<file path="src/rtl/parking_lot_counter_if.sv">
`default_nettype none
// ============================================================================
// Module   : parking_lot_counter_if
// Purpose  : Sensor inputs and occupancy count for the parking lot counter.
// Revision : 1.0  initial release
// ============================================================================
interface parking_lot_counter_if #(
  parameter int WIDTH = 3
);
  logic             a;
  logic             b;
  logic [WIDTH-1:0] count;

  modport master (output a, output b, input  count);
  modport slave  (input  a, input  b, output count);
endinterface
`default_nettype wire

</file>
<file path="src/rtl/parking_lot_counter.sv">
`default_nettype none
// ============================================================================
// Module   : parking_lot_counter
// Purpose  : Two-sensor 4-phase car entry/exit detector with saturating count.
// Revision : 1.0  initial release
// ============================================================================
module parking_lot_counter #(
  parameter int WIDTH     = 3,
  parameter int MAX_COUNT = 7
) (
  input  wire logic             clk,
  input  wire logic             reset,
  parking_lot_counter_if.slave  bus
);

  localparam logic [2:0] c_IDLE   = 3'd0;
  localparam logic [2:0] c_IN_A   = 3'd1;
  localparam logic [2:0] c_IN_AB  = 3'd2;
  localparam logic [2:0] c_IN_B   = 3'd3;
  localparam logic [2:0] c_OUT_B  = 3'd4;
  localparam logic [2:0] c_OUT_BA = 3'd5;
  localparam logic [2:0] c_OUT_A  = 3'd6;

  localparam logic [WIDTH-1:0] c_MAX  = WIDTH'(MAX_COUNT);
  localparam logic [WIDTH-1:0] c_ZERO = '0;
  localparam logic [WIDTH-1:0] c_ONE  = WIDTH'(1);

  logic [2:0]       r_state;
  logic [2:0]       w_next;
  logic [WIDTH-1:0] r_count;
  logic [1:0]       w_ab;
  logic             w_entry;
  logic             w_exit;

  assign w_ab = {bus.a, bus.b};

  always_comb begin
    w_next  = c_IDLE;
    w_entry = 1'b0;
    w_exit  = 1'b0;
    case (r_state)
      c_IDLE: begin
        if (w_ab == 2'b10)      w_next = c_IN_A;
        else if (w_ab == 2'b01) w_next = c_OUT_B;
      end
      c_IN_A: begin
        if (w_ab == 2'b10)      w_next = c_IN_A;
        else if (w_ab == 2'b11) w_next = c_IN_AB;
      end
      c_IN_AB: begin
        if (w_ab == 2'b11)      w_next = c_IN_AB;
        else if (w_ab == 2'b01) w_next = c_IN_B;
        else if (w_ab == 2'b10) w_next = c_IN_A;
      end
      c_IN_B: begin
        if (w_ab == 2'b01)      w_next = c_IN_B;
        else if (w_ab == 2'b11) w_next = c_IN_AB;
        else if (w_ab == 2'b00) w_entry = 1'b1;
      end
      c_OUT_B: begin
        if (w_ab == 2'b01)      w_next = c_OUT_B;
        else if (w_ab == 2'b11) w_next = c_OUT_BA;
      end
      c_OUT_BA: begin
        if (w_ab == 2'b11)      w_next = c_OUT_BA;
        else if (w_ab == 2'b10) w_next = c_OUT_A;
        else if (w_ab == 2'b01) w_next = c_OUT_B;
      end
      c_OUT_A: begin
        if (w_ab == 2'b10)      w_next = c_OUT_A;
        else if (w_ab == 2'b11) w_next = c_OUT_BA;
        else if (w_ab == 2'b00) w_exit = 1'b1;
      end
      default: w_next = c_IDLE;
    endcase
  end

  // Count saturates at both ends; a car seen at capacity is simply not counted.
  always_ff @(posedge clk or posedge reset) begin
    if (reset) begin
      r_state <= c_IDLE;
      r_count <= c_ZERO;
    end else begin
      r_state <= w_next;
      if (w_entry && (r_count < c_MAX))
        r_count <= r_count + c_ONE;
      else if (w_exit && (r_count > c_ZERO))
        r_count <= r_count - c_ONE;
    end
  end

  assign bus.count = r_count;

endmodule
`default_nettype wire

</file>
<file path="src/flat_wrapper.sv">
// flat-port wrapper written by rule: the top's interface ports become plain ports
module parking_lot_counter_flat 
#(
  parameter int WIDTH     = 3,
  parameter int MAX_COUNT = 7
)
  (clk, reset, bus_a, bus_b, bus_count);
  parking_lot_counter_if #(.WIDTH(WIDTH)) bus_i ();
  input  wire logic clk;
  input  wire logic reset;
  input wire logic [$bits(bus_i.a)-1:0] bus_a;
  input wire logic [$bits(bus_i.b)-1:0] bus_b;
  output wire logic [$bits(bus_i.count)-1:0] bus_count;
  assign bus_i.a = bus_a;
  assign bus_i.b = bus_b;
  assign bus_count = bus_i.count;
  parking_lot_counter #(.WIDTH(WIDTH), .MAX_COUNT(MAX_COUNT)) u_core (.clk(clk), .reset(reset), .bus(bus_i));
endmodule
</file>
<file path="config.mk">
export PLATFORM = sky130hd
export DESIGN_NAME = parking_lot_counter_flat
export DESIGN_NICKNAME = d
export VERILOG_FILES = /design/src/rtl/parking_lot_counter_if.sv /design/src/rtl/parking_lot_counter.sv /design/src/flat_wrapper.sv
export SDC_FILE = /design/constraint.sdc
export NUM_CORES = 1
export LEC_CHECK = 0
export ABC_AREA = 0
export ABC_CLOCK_PERIOD_IN_PS = 2580
export BUFFER_PORTS_ARGS = -buffer_cell sky130_fd_sc_hd__buf_2
export CORE_AREA = 2 2 39 41
export DETAILED_ROUTE_END_ITERATION = 7
export DIE_AREA = 0 0 41 43
export PLACE_DENSITY = 0.76
export SLEW_MARGIN = 20
export SYNTH_ARGS = -nofsm -noshare
export SYNTH_HDL_FRONTEND = slang
export SYNTH_SLANG_ARGS = --single-unit
</file>
<file path="constraint.sdc">
create_clock -name clk -period 2.58 [get_ports clk]
set_input_delay 0.516 -clock clk [delete_from_list [all_inputs] [get_ports clk]]
set_output_delay 0.516 -clock clk [all_outputs]
set_load 0.1 [all_outputs]
</file>
==> flow_summary.json, run 1 <==
{
  "finalSetupViolations": 0,
  "run_status": "finished, final reports clean",
  "total_power_per_unit_cell_area_mw_per_mm2": 538,
  "drtPass1Iterations": 4,
  "synth_top_flop_cell": "sky130_fd_sc_hd__dfrtp_1",
  "power.leakage_nw": 0.304,
  "drt_iter0_drc": 9,
  "achievable-frequency_ghz": 0.464,
  "layout-area-overhead-vs-synth_pct": 5.49,
  "cts_resized": 0,
  "maximum_number_of_pins_on_one_net_before_global_route_repair": 11,
  "synthDominantCellAreaShare_pct": 24.4,
  "post-route-min-period_ns": 2.16,
  "final.setup_skew_ns": 0.000204,
  "grt_setup_unrepaired": "no",
  "fp.dieH_um": 43,
  "stdcell_count": 87,
  "seq_area_frac_synth_pct": 24.4,
  "die-width_um": 41,
  "relSlewSlack_pct": 67.8,
  "r2r_start": "u_core.r_state[2]",
  "fp.coreArea_sq_mm": 0.00138,
  "critical_path.startpoint_type": "input port",
  "cts.root.buffer_cell": "sky130_fd_sc_hd__clkbuf_4",
  "cts_hold_buf": 0,
  "detailroute.via_count": 479,
  "postPlaceCellArea_sq_um": 627,
  "number_of_different_library_cells_in_the_post_synthesis_netlist": 26,
  "std_cell_rows": 14,
  "synth_top_cells_by_area": "sky130_fd_sc_hd__dfrtp_1 24%, sky130_fd_sc_hd__ha_1 14%, sky130_fd_sc_hd__mux2i_1 9.8%, sky130_fd_sc_hd__buf_6 5.5%, sky130_fd_sc_hd__a211o_1 4.3%",
  "grtUsageTotal_pct": 16.9,
  "postSynthNetCount": 78,
  "dieArea_sq_mm": 0.00176,
  "hold_slack_ns": 0.178,
  "synth_enable_flop_cells": 0,
  "final_cell_area_sq_um": 649,
  "layout-drive-gt1-share_pct": 14.1,
  "cts_buf_count": 3,
  "post_synth_inst_count": 66,
  "post-synth-top-count-cell": "sky130_fd_sc_hd__ha_1",
  "final-max-slew-violation-count": 0,
  "initial_antenna_violation_count": 0,
  "yosysTopAreaCell": "sky130_fd_sc_hd__dfrtp_1",
  "initial_core_util_pct": 44.5,
  "drtAntennaViolNets": 0,
  "cts_htree_levels": 1,
  "grt_pass1_vias": 445,
  "timing.final.hold_violations": 0,
  "tns_ns": 0,
  "power.ir.vdd_worst_mv": 0.273,
  "grt_pass1_wl_um": 2010,
  "overflow_left_after_global_routing": 0,
  "clock_path_buffers": 2,
  "clk_latency_ns": 0.24,
  "post_drt_wl_per_cell_um": 12.3,
  "port-buffer-count": 6,
  "antenna_cells": 0,
  "tritoncts_num_sinks": 6,
  "cts_post_setup_buffers_inserted": 0,
  "ys_top_cells_by_count": "7 x sky130_fd_sc_hd__ha_1, 6 x sky130_fd_sc_hd__dfrtp_1, 6 x sky130_fd_sc_hd__mux2i_1",
  "yosys_register_bits": 6,
  "critPathKind": "in2reg",
  "fill_cells": 133,
  "rrSetupSlack_ns": 0.51,
  "post-place-ws_ns": 0.163,
  "synthArstFlopShare_pct": 100,
  "drv_cap": 0,
  "arrival_ns": 2.28,
  "placed_cells_incl_taps": 84,
  "detail_route.wirelength_um": 1070,
  "clk_pin_slew_worst_paths_ns": 0.04,
  "timing.critical_path.fanout_max": 4,
  "drc": 0,
  "max_slew.worst_pin.slew_ns": 0.486,
  "finalCritPeriodShare_pct": 83.6,
  "setup.worst_path.end_class": "register",
  "ioPinCount": 7,
  "worst_r2r_path_depth": 6,
  "post_drt_via_cell_ratio": 5.51,
  "min_delay_worst_type": "in2async",
  "r2r_end": "u_core.bus.count[1]",
  "cp.required_ns": 2.70,
  "design.final.nets": 85,
  "setup_slack_ns": 0.424,
  "synth_area_sq_um": 616,
  "routabilityCongestion": 0.816,
  "cts_tree": "yes",
  "post_synthesis_average_cell_area_sq_um": 9.33,
  "dp_hpwl_um": 823,
  "synth-warning-count": 0
}
-- how the worst max path moves through the flow --
stage,from,end,slack (ns),depth (start not counted)
global route,bus_b,u_core.bus.count[1],0.34,9
global placement,bus_b,u_core.bus.count[1],0.24,9
finish,bus_b,u_core.bus.count[1],0.42,9
CTS,bus_b,u_core.bus.count[1],0.42,9
floorplan,u_core.bus.count[0],u_core.bus.count[1],0.11,6
detailed placement,bus_b,u_core.bus.count[1],0.16,9
-- power breakdown --
group,internal [mW],switching (mW)
combinational,0.0583,0.0421
clock,0.0525,0.0318
sequential,0.115,0.0495
-- kinds of logic after synthesis --
group,count (synthesis),share of synthesized area [%]
adders and majority gates,8,17.5
AOI/OAI and AO/OA,18,20.7
buffers and inverters,10,10.6
and+or+nand+nor,18,17.1
DFF,6,24.4
muxes,6,9.76
-- area by class of cell --
cell class                 count  area (sq um)  area share, %
multi-input combinational     50           400           61.7
sequential                     6           150           23.1
clock buffer                   3          22.5           3.47
inverter                       5          18.8           2.89
tap                           16          20.0           3.08
timing repair buffer           7          37.5           5.78
-- state kept, by name, summed over array words and instances (netlist names) --
signal	count
u_core.r_state	3
u_core.bus.count	3
-- worst max-delay path: stages --
cell and delay [ns]:
sky130_fd_sc_hd__buf_2 0.12, sky130_fd_sc_hd__inv_1 0.12, sky130_fd_sc_hd__ha_1 0.15, sky130_fd_sc_hd__and4b_1 0.19, sky130_fd_sc_hd__nand2_1 0.07, sky130_fd_sc_hd__fa_1 0.49
sky130_fd_sc_hd__and2_1 0.18, sky130_fd_sc_hd__a22o_1 0.20, sky130_fd_sc_hd__a211o_1 0.23
-- per-layer routing --
layer | global-route usage (%) | share of wire (%) | vias up
met5 | 0 | 0 | -
met4 | 10.0 | 2.6 | 0
met3 | 3.14 | 1.9 | 4
met2 | 22.5 | 48 | 8
met1 | 24.4 | 47 | 224
li1 | - | - | 243
-- cells in the final DEF, fill, tap and decap left out, drive strengths merged --
cell type | Yosys | final
nor3b | 1 | 1
o2111ai | 1 | 1
a22oi | 1 | 1
nor2b | 3 | 3
mux2i | 6 | 6
a21o | 1 | 1
clkbuf | 1 | 3
a21oi | 2 | 2
inv | 5 | 5
and4b | 2 | 2
nand3b | 2 | 2
a211o | 3 | 3
nand3 | 1 | 1
o211ai | 2 | 2
fa | 1 | 1
nand2 | 4 | 4
o21ai | 4 | 4
o21a | 1 | 1
o21bai | 1 | 1
a22o | 2 | 2
nor2 | 3 | 3
ha | 7 | 7
and2 | 2 | 2
dfrtp | 6 | 6
buf | 4 | 7
-- per-stage QoR --
step / power (mW) / utilization (%)
final: 0.349 / 46.9
after global routing: 0.381 / 46.9
after CTS: 0.350 / 46.9
after detailed placement: 0.264 / 45.3
after global placement: 0.259 / 45.3
after floorplan: 0.278 / -
(Power assumes the default switching activity.)
==> inputs of run 2 (changes only) <==
- ABC_CLOCK_PERIOD_IN_PS: 2580 -> 1800
- PLACE_DENSITY: 0.76 -> 0.79
- clock period: 2.58 -> 1.8 ns (I/O delays scaled with it)
==> flow_summary.json, run 2 (synthesis gave the netlist of run 1 again) <==
{
  "drc": 0,
  "timing.critical_path.fanout_max": 4,
  "finalSetupViolations": 1,
  "cp.required_ns": 1.94,
  "relSlewSlack_pct": 68.0,
  "layout-drive-gt1-share_pct": 38.1,
  "seq_power_share_pct": 31.0,
  "arrival_ns": 1.99,
  "die-width_um": 41,
  "leading_cell_type_in_the_layout_fill_and_taps_excluded": "sky130_fd_sc_hd__buf_4",
  "routabilityCongestion": 0.783,
  "post_drt_wl_per_cell_um": 13.0,
  "std_cell_rows": 14,
  "layout-area-overhead-vs-synth_pct": 25.6,
  "cts_tree": "yes",
  "total_power_per_unit_cell_area_mw_per_mm2": 757,
  "setup_slack_ns": -0.0448,
  "cpMaxStageDelayCell": "sky130_fd_sc_hd__fa_2",
  "dp_hpwl_um": 1040,
  "power.switching_fraction_pct": 35.3,
  "finalCritPeriodShare_pct": 102,
  "power.internal_uw": 379,
  "clk_pin_slew_worst_paths_ns": 0.05,
  "post-route-min-period_ns": 1.84,
  "cts_buf_count": 3,
  "tritoncts_num_sinks": 6,
  "cts.root.buffer_cell": "sky130_fd_sc_hd__clkbuf_4",
  "detailroute.via_count": 538,
  "maximum_number_of_pins_on_one_net_before_global_route_repair": 10,
  "overflow_left_after_global_routing": 0,
  "setup.worst_path.end_class": "register",
  "power.leakage_nw": 0.384,
  "final.setup_skew_ns": 0.00982,
  "dieArea_sq_mm": 0.00176,
  "achievable-frequency_ghz": 0.542,
  "timing.final.hold_violations": 0,
  "antenna_cells": 0,
  "initial_core_util_pct": 44.5,
  "finalCoreUtilization_pct": 55.9,
  "port-buffer-count": 6,
  "post-place-ws_ns": -0.354,
  "power.ir.vdd_worst_mv": 0.599,
  "fp.dieH_um": 43,
  "post_drt_via_cell_ratio": 5.38,
  "initial_antenna_violation_count": 0,
  "final-max-slew-violation-count": 0,
  "crit_path_max_incr_delay_ns": 0.44,
  "failed_checks": "negative setup slack",
  "part_of_the_total_power_dissipated_in_combinational_logic_pct": 44.6,
  "cts_htree_levels": 1,
  "cts_hold_buf": 0,
  "grt_pass1_wl_um": 2190,
  "clock_path_buffers": 2,
  "power.switching_uw": 206,
  "drv_cap": 0,
  "critical_path.startpoint_type": "register",
  "critPathKind": "reg2reg",
  "drtPass1Iterations": 4,
  "grt_pass1_vias": 541,
  "clock_power_share_pct": 24.5,
  "grt_setup_unrepaired": "yes",
  "fill_cells": 140,
  "design.final.nets": 97,
  "run_status": "finished with violations",
  "grtUsageTotal_pct": 18.8,
  "drtAntennaViolNets": 0,
  "min_delay_worst_type": "in2async",
  "cells_along_the_critical_path": "and4b_2 -> nand2_4 -> fa_2 -> and2_4 -> a22o_1 -> a211o_1",
  "layout.cells.most_common_list": "13 x sky130_fd_sc_hd__buf_4, 7 x sky130_fd_sc_hd__ha_1, 6 x sky130_fd_sc_hd__mux2i_1, 6 x sky130_fd_sc_hd__buf_2, 4 x sky130_fd_sc_hd__o21ai_0",
  "max_slew.worst_pin.slew_ns": 0.484,
  "drt_iter0_drc": 2,
  "clk_latency_ns": 0.26,
  "fp.coreArea_sq_mm": 0.00138,
  "ioPinCount": 7,
  "detail_route.wirelength_um": 1300
}
## run 2: cell types whose count changed in the layout (fill, tap and decap cells not counted), moves of 2 or more
cell                      delta
sky130_fd_sc_hd__buf_4      +12
sky130_fd_sc_hd__dfrtp_1     -3
sky130_fd_sc_hd__dfrtp_4     +3
sky130_fd_sc_hd__and2_1      -2
sky130_fd_sc_hd__and2_4      +2
sky130_fd_sc_hd__inv_1       -2
## run 2: power groups by stage
stage	sequential (mW)	clock, mW	combinational [mW]
2_1_floorplan	0.178	0	0.225
3_3_place_gp	0.185	0	0.248
3_5_place_dp	0.182	0	0.258
4_1_cts	0.181	0.145	0.260
5_1_grt	0.184	0.151	0.289
6_report	0.181	0.143	0.261
## run 2: repair_timing
action / CTS / global route
gates resized for setup: 0 / 2
buffers inserted: 0 / 0
pin swaps: 2 / 0
cloned: 0 / 0
setup endpoints to repair: 1 / 2
## run 2: path summary, 6_finish.rpt
kind	from	cells past startpoint	to	slack [ns]
max	u_core.r_state[2]	6	u_core.bus.count[1]	-0.04
min	reset	2	u_core.bus.count[2]	0.009
max reg2reg	u_core.r_state[2]	6	u_core.bus.count[1]	-0.04
min reg2reg	u_core.r_state[1]	2	u_core.r_state[2]	0.63
max in group asynchronous	reset	2	u_core.bus.count[1]	1.57
min in group clk	u_core.r_state[1]	2	u_core.r_state[2]	0.63
## run 2: worst max-delay path: cells and delay by family (launching register included)
family          cells  cell delay (ns)
fa+ha+maj           1             0.44
compound gates      2             0.40
simple gates        3             0.51
flops               1             0.37
## run 2: metal layers
metal / track usage (%) / share of wire (%)
met4: 10.0 / 1.9
met3: 4.71 / 2.8
met2: 32.5 / 56
met5: 0 / 0
met1: 18.9 / 39
## run 2: area by class of cell
class / count / area, sq um / area share [%]
Multi-Input combinational cell: 50 / 417 / 53.9
Timing Repair Buffer: 19 / 128 / 16.5
Clock buffer: 4 / 26.3 / 3.40
Tap cell: 16 / 20.0 / 2.59
Sequential cell: 6 / 161 / 20.9
Inverter: 5 / 21.3 / 2.75
## run 2: metrics by stage
step | setup TNS, ns | std cells | hold WS (ns) | total power [mW] | area [sq um]
2_1_floorplan | -0.312 | 66 | 0.151 | 0.403 | 651
3_3_place_gp | -0.475 | 96 | 0.268 | 0.433 | 743
5_1_grt | -0.105 | 100 | 0.0198 | 0.624 | 773
6_report | -0.0448 | 100 | 0.00896 | 0.585 | 773
3_5_place_dp | -0.554 | 96 | 0.287 | 0.441 | 743
4_1_cts | -0.0434 | 100 | 0.0109 | 0.587 | 769
